**src/rtl/rx_ctrl_pkg.sv**
```systemverilog
// Shared types and constants for the PHY1 receive frame controller.
package rx_ctrl_pkg;

  typedef enum logic [1:0] {IDLE, PRE, DATA, DROP} rx_state_t;

  typedef enum logic [1:0] {FREE, FILLING, READY, OWNED} bank_state_t;

  localparam logic [7:0] PREAMBLE_BYTE = 8'h55;
  localparam logic [7:0] SFD_BYTE      = 8'hD5;

  // Length field is sized for the default 2048-byte bank.
  localparam int DESC_LEN_W = 11;

  typedef struct packed {
    logic                  bank;
    logic [DESC_LEN_W-1:0] len;
  } desc_t;

  function automatic logic [15:0] sat_inc(input logic [15:0] v);
    return (v == 16'hFFFF) ? v : v + 16'd1;
  endfunction

endpackage

```
**src/rtl/rx_desc_fifo.sv**
```systemverilog
// Two-entry first-word-fall-through descriptor FIFO.
module rx_desc_fifo
  import rx_ctrl_pkg::*;
(
  input  logic  clk,
  input  logic  reset_n,
  input  logic  push,
  input  desc_t push_data,
  input  logic  pop,
  output desc_t head,
  output logic  valid,
  output logic  full
);

  desc_t      mem [2];
  logic       wr_ptr;
  logic       rd_ptr;
  logic [1:0] count;
  logic       do_push;
  logic       do_pop;

  assign do_push = push && !full;
  assign do_pop  = pop && valid;

  always_ff @(posedge clk) begin
    if (!reset_n) begin
      mem[0] <= '0;
      mem[1] <= '0;
      wr_ptr <= 1'b0;
      rd_ptr <= 1'b0;
      count  <= 2'd0;
    end else begin
      if (do_push) begin
        mem[wr_ptr] <= push_data;
        wr_ptr      <= ~wr_ptr;
      end
      if (do_pop) begin
        rd_ptr <= ~rd_ptr;
      end
      case ({do_push, do_pop})
        2'b10:   count <= count + 2'd1;
        2'b01:   count <= count - 2'd1;
        default: count <= count;
      endcase
    end
  end

  assign head  = mem[rd_ptr];
  assign valid = (count != 2'd0);
  assign full  = (count == 2'd2);

endmodule

```
**src/rtl/rx_frame_ctrl.sv**
```systemverilog
// GMII PHY1 receive sequencer: strips preamble/SFD, stores frames into a
// two-bank packet RAM and hands finished frames to the consumer.
module rx_frame_ctrl
  import rx_ctrl_pkg::*;
#(
  parameter int ADDR_W  = DESC_LEN_W,
  parameter int MIN_LEN = 64,
  parameter int MAX_LEN = 1518
) (
  input  logic              phy1_rx_clk,
  input  logic              reset_n,
  input  logic              phy1_rx_dv,
  input  logic [7:0]        phy1_rx_data,
  output logic              ram_we,
  output logic [ADDR_W:0]   ram_waddr,
  output logic [7:0]        ram_wdata,
  output logic              frm_valid,
  input  logic              frm_ready,
  output logic              frm_bank,
  output logic [ADDR_W-1:0] frm_len,
  input  logic              rel_valid,
  input  logic              rel_bank,
  output logic [15:0]       drop_cnt,
  output logic [15:0]       err_cnt
);

  localparam logic [ADDR_W-1:0] MIN_OFF = ADDR_W'(MIN_LEN);
  localparam logic [ADDR_W-1:0] MAX_OFF = ADDR_W'(MAX_LEN);

  rx_state_t         state;
  rx_state_t         state_nx;
  bank_state_t       bank_st [2];
  logic [ADDR_W-1:0] offset;
  logic              cur_bank;
  logic              any_free;
  logic              free_bank;
  logic              alloc;
  logic              wr_en;
  logic              push;
  logic              abort;
  logic              err_inc;
  logic              drop_inc;
  logic              accept;
  desc_t             push_desc;
  desc_t             head;
  logic              fifo_valid;
  logic              fifo_full;

  assign any_free  = (bank_st[0] == FREE) || (bank_st[1] == FREE);
  assign free_bank = (bank_st[0] == FREE) ? 1'b0 : 1'b1;

  // Descriptor handshake: frm_valid stays high with frm_bank/frm_len stable
  // until the consumer raises frm_ready; the transfer happens on the edge
  // where both are high, and the bank then belongs to the consumer until
  // it pulses rel_valid for it.
  assign accept = fifo_valid && frm_ready;

  always_ff @(posedge phy1_rx_clk) begin
    if (!reset_n) begin
      state <= IDLE;
    end else begin
      state <= state_nx;
    end
  end

  always_comb begin
    state_nx = state;
    alloc    = 1'b0;
    wr_en    = 1'b0;
    push     = 1'b0;
    abort    = 1'b0;
    err_inc  = 1'b0;
    drop_inc = 1'b0;
    case (state)
      IDLE: begin
        if (phy1_rx_dv) begin
          if (phy1_rx_data == PREAMBLE_BYTE) begin
            state_nx = PRE;
          end else begin
            state_nx = DROP;
            err_inc  = 1'b1;
          end
        end
      end
      PRE: begin
        if (!phy1_rx_dv) begin
          state_nx = IDLE;
        end else if (phy1_rx_data == PREAMBLE_BYTE) begin
          state_nx = PRE;
        end else if (phy1_rx_data == SFD_BYTE) begin
          if (any_free) begin
            alloc    = 1'b1;
            state_nx = DATA;
          end else begin
            drop_inc = 1'b1;
            state_nx = DROP;
          end
        end else begin
          err_inc  = 1'b1;
          state_nx = DROP;
        end
      end
      DATA: begin
        if (phy1_rx_dv) begin
          if (offset == MAX_OFF) begin
            abort    = 1'b1;
            err_inc  = 1'b1;
            state_nx = DROP;
          end else begin
            wr_en = 1'b1;
          end
        end else begin
          state_nx = IDLE;
          if (offset < MIN_OFF) begin
            abort   = 1'b1;
            err_inc = 1'b1;
          end else if (fifo_full) begin
            // Unreachable with two banks; kept so a full FIFO can never lose a bank.
            abort    = 1'b1;
            drop_inc = 1'b1;
          end else begin
            push = 1'b1;
          end
        end
      end
      DROP: begin
        if (!phy1_rx_dv) begin
          state_nx = IDLE;
        end
      end
      default: state_nx = IDLE;
    endcase
  end

  // Each bank's transitions are keyed on a distinct current state, so at
  // most one event can touch a given bank per cycle.
  always_ff @(posedge phy1_rx_clk) begin
    if (!reset_n) begin
      bank_st[0] <= FREE;
      bank_st[1] <= FREE;
    end else begin
      for (int i = 0; i < 2; i++) begin
        case (bank_st[i])
          FREE:    if (alloc && free_bank == 1'(i)) bank_st[i] <= FILLING;
          FILLING: begin
            if (push && cur_bank == 1'(i)) begin
              bank_st[i] <= READY;
            end else if (abort && cur_bank == 1'(i)) begin
              bank_st[i] <= FREE;
            end
          end
          READY:   if (accept && head.bank == 1'(i)) bank_st[i] <= OWNED;
          OWNED:   if (rel_valid && rel_bank == 1'(i)) bank_st[i] <= FREE;
          default: bank_st[i] <= FREE;
        endcase
      end
    end
  end

  always_ff @(posedge phy1_rx_clk) begin
    if (!reset_n) begin
      offset    <= '0;
      cur_bank  <= 1'b0;
      ram_we    <= 1'b0;
      ram_waddr <= '0;
      ram_wdata <= '0;
      drop_cnt  <= '0;
      err_cnt   <= '0;
    end else begin
      if (alloc) begin
        cur_bank <= free_bank;
        offset   <= '0;
      end else if (wr_en) begin
        offset <= offset + 1'b1;
      end
      ram_we <= wr_en;
      if (wr_en) begin
        ram_waddr <= {cur_bank, offset};
        ram_wdata <= phy1_rx_data;
      end
      if (drop_inc) drop_cnt <= sat_inc(drop_cnt);
      if (err_inc)  err_cnt  <= sat_inc(err_cnt);
    end
  end

  assign push_desc.bank = cur_bank;
  assign push_desc.len  = DESC_LEN_W'(offset);

  rx_desc_fifo u_desc_fifo (
    .clk       (phy1_rx_clk),
    .reset_n   (reset_n),
    .push      (push),
    .push_data (push_desc),
    .pop       (frm_ready),
    .head      (head),
    .valid     (fifo_valid),
    .full      (fifo_full)
  );

  assign frm_valid = fifo_valid;
  assign frm_bank  = head.bank;
  assign frm_len   = ADDR_W'(head.len);

endmodule
```
**config.mk**
```make
export PLATFORM = sky130hd
export DESIGN_NAME = rx_frame_ctrl
export DESIGN_NICKNAME = d
export VERILOG_FILES = /design/src/rtl/rx_ctrl_pkg.sv /design/src/rtl/rx_desc_fifo.sv /design/src/rtl/rx_frame_ctrl.sv
export SDC_FILE = /design/constraint.sdc
export NUM_CORES = 1
export LEC_CHECK = 0
export CORE_ASPECT_RATIO = 1.5
export CORE_MARGIN = 5
export CORE_UTILIZATION = 50
export CTS_CLUSTER_SIZE = 16
export DETAILED_ROUTE_END_ITERATION = 12
export GPL_TIMING_DRIVEN = 0
export PLACE_DENSITY = 0.77
export SLEW_MARGIN = 40
export SYNTH_ARGS = -nofsm -noshare
export SYNTH_HDL_FRONTEND = slang
export SYNTH_SLANG_ARGS = --single-unit
```
**constraint.sdc**
```tcl
create_clock -name phy1_rx_clk -period 4.41 [get_ports phy1_rx_clk]
set_input_delay 1.1025 -clock phy1_rx_clk [delete_from_list [all_inputs] [get_ports phy1_rx_clk]]
set_output_delay 1.1025 -clock phy1_rx_clk [all_outputs]
set_load 0.05 [all_outputs]
```
# --- After elaboration in Yosys (flattened, before gate mapping) ---
# Memory sizes are Yosys's and may differ from the RTL's. A register that Yosys moved wholly into a read port is not among the register bits.
# Index checks and enable logic that the tools add are counted.
totals:
  regBits: 71
  latch_bits: 0
  ram_bits: 28
  mem_bits_ro: 0
  in_bits: 14
  wordCells: 186
  n_memories: 2
mem_list:
  columns: ["name", "words", "word_bits", "rd", "rd_clocked_by_memory_dff", "wr", "line", "rtl"]
  rows:
  - ["u_desc_fifo.mem", 2, 12, 1, 1, 2, "rx_desc_fifo.sv:15", "desc_t mem [2];"]
  - ["bank_st", 2, 2, 2, 0, 2, "rx_frame_ctrl.sv:32", "bank_state_t bank_st [2];"]
op_classes:
  addsub: 5
  multipliers: 0
  n_div: 0
  n_lt_le_gt_ge: 1
  n_eq_ne: 20
  shifts: 0
  muxes: 105
  bitwise_logic: 18
  n_reduce_logical: 24
ops:
  columns: ["operator", "count"]
  rows:
  - ["1-bit two-way mux", 82]
  - ["2-bit two-way mux", 18]
  - ["16-bit by 1-bit adder with 16-bit output (second input constant)", 2]
  - ["16-bit == test (second input constant)", 2]
  - ["2-bit == test (second input constant)", 8]
  - ["1-bit logical AND", 12]
  - ["12-bit two-way mux", 1]
  - ["12-bit OR reduction", 1]
  - ["11-bit by 1-bit adder with 11-bit output (second input constant)", 1]
  - ["11-bit == test (second input constant)", 1]
  - ["11-bit by 7-bit < comparator with 1-bit output (second input constant)", 1]
  - ["1-bit OR", 10]
  - ["2-bit by 1-bit == test with 1-bit output (second input constant)", 4]
  - ["8-bit by 7-bit == test with 1-bit output (second input constant)", 1]
  - ["8-bit == test (second input constant)", 1]
  - ["1-bit NOT", 8]
  - ["2-bit one-hot mux with 4 select lines", 1]
  - ["2-bit zero test", 3]
  - ["2-bit inequality test (second input constant)", 2]
  - ["2-bit one-hot mux with 2 select lines", 1]
  - ["2-bit AND reduction", 2]
  - ["2-bit nonzero test", 2]
  - ["3-bit inequality test (second input constant)", 1]
  - ["1-bit one-hot mux with 3 select lines", 1]
  - ["other kinds (7)", 7]

# --- Depth between registers and ports, before layout ---
# An unclocked memory read counts as a cell.
logic_depth:
  ltp_word: 18
  mapped_depth: 9
  depth_no_buf: 8

# --- Hierarchy ---
# From an unflattened synthesis, not the netlist that was laid out.
hier_totals:
  hier_cells: 533
  hier_area_um2: 4870.9
modules_own_cells:
  columns: ["mod", "instances", "cells_per_inst", "area_per_inst_um2", "seq_area_each_um2"]
  rows:
  - ["rx_frame_ctrl", 1, 428, 3607.2, 1461.4]
  - ["rx_desc_fifo", 1, 105, 1263.7, 820.8]

# --- Least setup slack after synthesis ---
# OpenSTA, ideal clock, no wires.
synth_path:
  path_kind: "input port to flip-flop"
  startpoint: "in phy1_rx_dv"
  endpoint: "mem u_desc_fifo.mem[0][0] (netlist name), enable pin"
  t_arrival_ps: 2867
  required_ps: 4012
  slack_ps: 1145
  cell_stages: 4
  path_buffers: 1
  path_cell_list: "clkbuf_1 nor4b_1 inv_1 o21ai_0"
synth_lines:
  columns: ["item", "line", "rtl"]
  rows:
  - ["start: declaration", "rx_frame_ctrl.sv:12", "input logic phy1_rx_dv,"]
  - ["end: declaration", "rx_desc_fifo.sv:15", null]

==> impl_metrics.tcl <==
set metrics [dict create \
    number_of_diodes_added_for_antenna_fixing 0 \
    ctsHtreeMaxLevel 3 \
    cts_repair_resize_count 0 \
    synth.area.top_cells "sky130_fd_sc_hd__dfxtp_1 (30%), sky130_fd_sc_hd__edfxtp_1 (18%), sky130_fd_sc_hd__mux2i_1 (5.9%)" \
    drt-total-wl_mm 11.5 \
    grt_max_degree 15 \
    number_of_global_route_vias_before_repair 3886 \
    synth-warning-count 0 \
    route.detailed.wl_per_inst_um 16.6 \
    worst_slack_ns 1.04 \
    via_count 3865 \
    core-area_um2 9250 \
    portBuffers 79 \
    asyncSetResetFlopFracSynth_pct 0 \
    overflow 0 \
    postPlaceCellArea_um2 5680 \
    clockPowerShare_pct 33.1 \
    cts_tree "done" \
    dp_worst_setup_slack_ns 0.728 \
    global_route.usage.total_pct 20.7 \
    detail_route.first_pass.iterations 4 \
    synth.avg_cell_area_um2 9.84 \
    switching_share_pct 29.3 \
    power.density_cell_area_nw_per_um2 381 \
    rsz0062_at_grt "false" \
    synthDominantCellAreaShare_pct 30.5 \
    maximum_buffer_depth_of_the_clock_tree 2 \
    finalWorstPathRequiredPeriod_ns 3.37 \
    critical_path_peak_fanout 12 \
    max_freq_mhz 297 \
    vert_die_dim_um 129 \
    hold_depth 2 \
    cp-end-kind "flip-flop" \
    final_max_slew_viol_count 0 \
    initial_drt_markers 201 \
    layout.filler_cells 776 \
    cp.required_ns 4.38 \
    cts_buffers 9 \
    worst-slew-pin-transition_ns 0.676 \
    dieWidth_um 89.4 \
    post_synth_design_cell_area_um2 4730 \
    die_area_um2 11600 \
    report.final.hold_viol_count 0 \
    ys_seq_elements 100 \
    top_level_ports 80 \
    synth_cell_types 57 \
    hpwlAfterDp_mm 8.54 \
    cell_chosen_for_the_clock_root "sky130_fd_sc_hd__clkbuf_16" \
    synth_fp_nets 505 \
    clk_transition_reported_paths_ns 0.06 \
    worst_ir_drop_vdd_mv 0.235 \
    ctsHoldBuffers 0 \
    tritoncts_num_sinks 100 \
    gp_congestion 0.834 \
    pwr-share-comb_pct 21.4 \
    worst-r2r-setup-slack_ns 1.87 \
    dp_cells 673 \
    final-instance-count-excl-fill 689 \
    std_cell_rows 43 \
    post-cts-setup-buffer-count 0 \
    antenna_violations_before_repair 0 \
    fin_area_um2 5960 \
    final-setup-viol-count 0 \
    remaining_antenna_violation_count_after_routing 0 \
    critPathKind "in -> reg" \
    final_util_pct 64.4 \
    seq_power_share_pct 45.5 \
    synth.largest_area_cell "sky130_fd_sc_hd__dfxtp_1" \
    timing.critical_path.from_type "input pin" \
    outcome "finished, final reports clean" \
    finalNetCount 596 \
    start_util_pct 51.1 \
    synth.most_common_cell "sky130_fd_sc_hd__dfxtp_1" \
    totalNegativeSetupSlack_ns 0 \
    timing.hold.worst.start "ram_wdata[0]" \
    p_switching_mw 0.665 \
    timing.final.crit_share_pct 76.3 \
    crit_arrival_ns 3.33 \
    r2r.worst_path.cells 5 \
    maxCapViolCount 0 \
    layout-drive-gt1-share_pct 7.28 \
    wire_length_of_the_first_global_routing_pass_mm 18.6 \
    synth_seq_area_share_pct 48.2 \
    detail_route.vias_per_cell 5.61 \
    clkLatencyLatePin_ns 0.34 \
    power_report.internal_total_mw 1.61 \
    worst_r2r_startpoint "state[0]" \
    drt_drc_violations_left 0 \
    maxSlewHeadroom_pct 54.3 \
    post_synth_inst_count 481 \
    hold_path.class "reg -> reg" \
    total_leakage_power_nw 2.09 \
    most_common_library_cells_after_synthesis "sky130_fd_sc_hd__dfxtp_1 (72), sky130_fd_sc_hd__nor2_1 (64), sky130_fd_sc_hd__nand2_1 (32), sky130_fd_sc_hd__edfxtp_1 (28), sky130_fd_sc_hd__mux2i_1 (28)" \
    number_of_enable_type_register_cells_in_the_synthesized_netlist 28 \
    areaGrowthSynthToFinish_pct 25.9 \
    ys.flop_type "sky130_fd_sc_hd__dfxtp_1" \
    clock_skew_ns 0.00928 \
    cp-startpoint "phy1_rx_dv" \
]
[through the flow]
step	hold slack, ns	power (mW)
after floorplan	0.462	1.40
after global placement	0.472	1.52
after detailed placement	0.486	1.54
after CTS	0.501	2.29
after global routing	0.513	2.36
final	0.493	2.27
[metal layers]
layer | part of all wire [%] | global-route usage [%] | vias to the layer above
met5 | 0 | 0 | -
met4 | 1.4 | 7.80 | 0
li1 | - | - | 1884
met2 | 56 | 38.3 | 101
met3 | 3.9 | 4.01 | 12
met1 | 39 | 22.6 | 1868
[cell usage in the layout, fill, tap and decap left out, types with 4 or more instances in the layout]
cell	instances
sky130_fd_sc_hd__clkdlybuf4s50_1	79
sky130_fd_sc_hd__dfxtp_1	72
sky130_fd_sc_hd__nor2_1	64
sky130_fd_sc_hd__nand2_1	32
sky130_fd_sc_hd__mux2i_1	28
sky130_fd_sc_hd__edfxtp_1	28
sky130_fd_sc_hd__and2_1	26
sky130_fd_sc_hd__nand3_1	23
sky130_fd_sc_hd__clkbuf_1	20
sky130_fd_sc_hd__xnor2_1	19
sky130_fd_sc_hd__nand4_1	17
sky130_fd_sc_hd__nand2b_1	14
sky130_fd_sc_hd__mux2_2	12
sky130_fd_sc_hd__a21oi_1	11
sky130_fd_sc_hd__nor3_1	10
sky130_fd_sc_hd__ha_1	10
sky130_fd_sc_hd__clkbuf_16	9
sky130_fd_sc_hd__xor2_1	8
sky130_fd_sc_hd__inv_1	6
sky130_fd_sc_hd__o21ai_0	6
sky130_fd_sc_hd__buf_2	5
sky130_fd_sc_hd__a31oi_1	5
sky130_fd_sc_hd__or3_1	5
sky130_fd_sc_hd__nand3b_1	4
sky130_fd_sc_hd__and3_1	4
[power groups by stage]
stage,Sequential [mW],Combinational [mW],Clock (mW)
floorplan,1.11,0.287,0
global placement,1.05,0.472,0
detailed placement,1.05,0.484,0
CTS,1.03,0.486,0.767
global route,1.04,0.524,0.800
finish,1.03,0.486,0.751
[kinds of logic after synthesis]
kind of cell             Yosys count  share of synthesized area [%]
buffers and inverters             29                           2.59
AND/OR/NAND/NOR                  228                           25.9
flip-flops                       100                           48.2
multiplexers                      40                           8.78
XOR/XNOR                          27                           5.00
AO/OA/AOI/OAI                     47                           6.87
adder cells (fa/ha/maj)           10                           2.64
[worst max-delay path, stage by stage]
cell                              delay, ns
sky130_fd_sc_hd__clkdlybuf4s50_1       0.48
sky130_fd_sc_hd__clkbuf_1              0.25
sky130_fd_sc_hd__nor4b_1               0.67
sky130_fd_sc_hd__and3_1                0.31
sky130_fd_sc_hd__nand2b_1              0.51
[worst paths after layout]
| check | to |
|---|---|
| max | u_desc_fifo.mem[1][3] |
| min | ram_wdata[0] |
| max reg2reg | u_desc_fifo.mem[1][3] |
| min reg2reg | ram_wdata[0] |
[state kept, by name, indices dropped and copies added, names as in the netlist, named ones only]
signal / cells
u_desc_fifo.count: 2
u_desc_fifo.mem: 24
bank_st: 4
u_desc_fifo.rd_ptr: 1
drop_cnt: 16
ram_waddr: 12
cur_bank: 1
offset: 11
ram_we: 1
ram_wdata: 8
u_desc_fifo.wr_ptr: 1
state: 2
err_cnt: 16
[area by class of cell]
cell class / count / area (µm²) / area share (%)
timing repair buffer: 80 / 798 / 13.4
tap: 112 / 140 / 2.35
clock buffer: 13 / 240 / 4.03
inverter: 6 / 22.5 / 0.378
multi-input combinational: 352 / 2340 / 39.2
sequential: 100 / 2280 / 38.3
buffer: 23 / 100 / 1.68
clock inverter: 3 / 37.5 / 0.630
(Power assumes the default switching activity.)
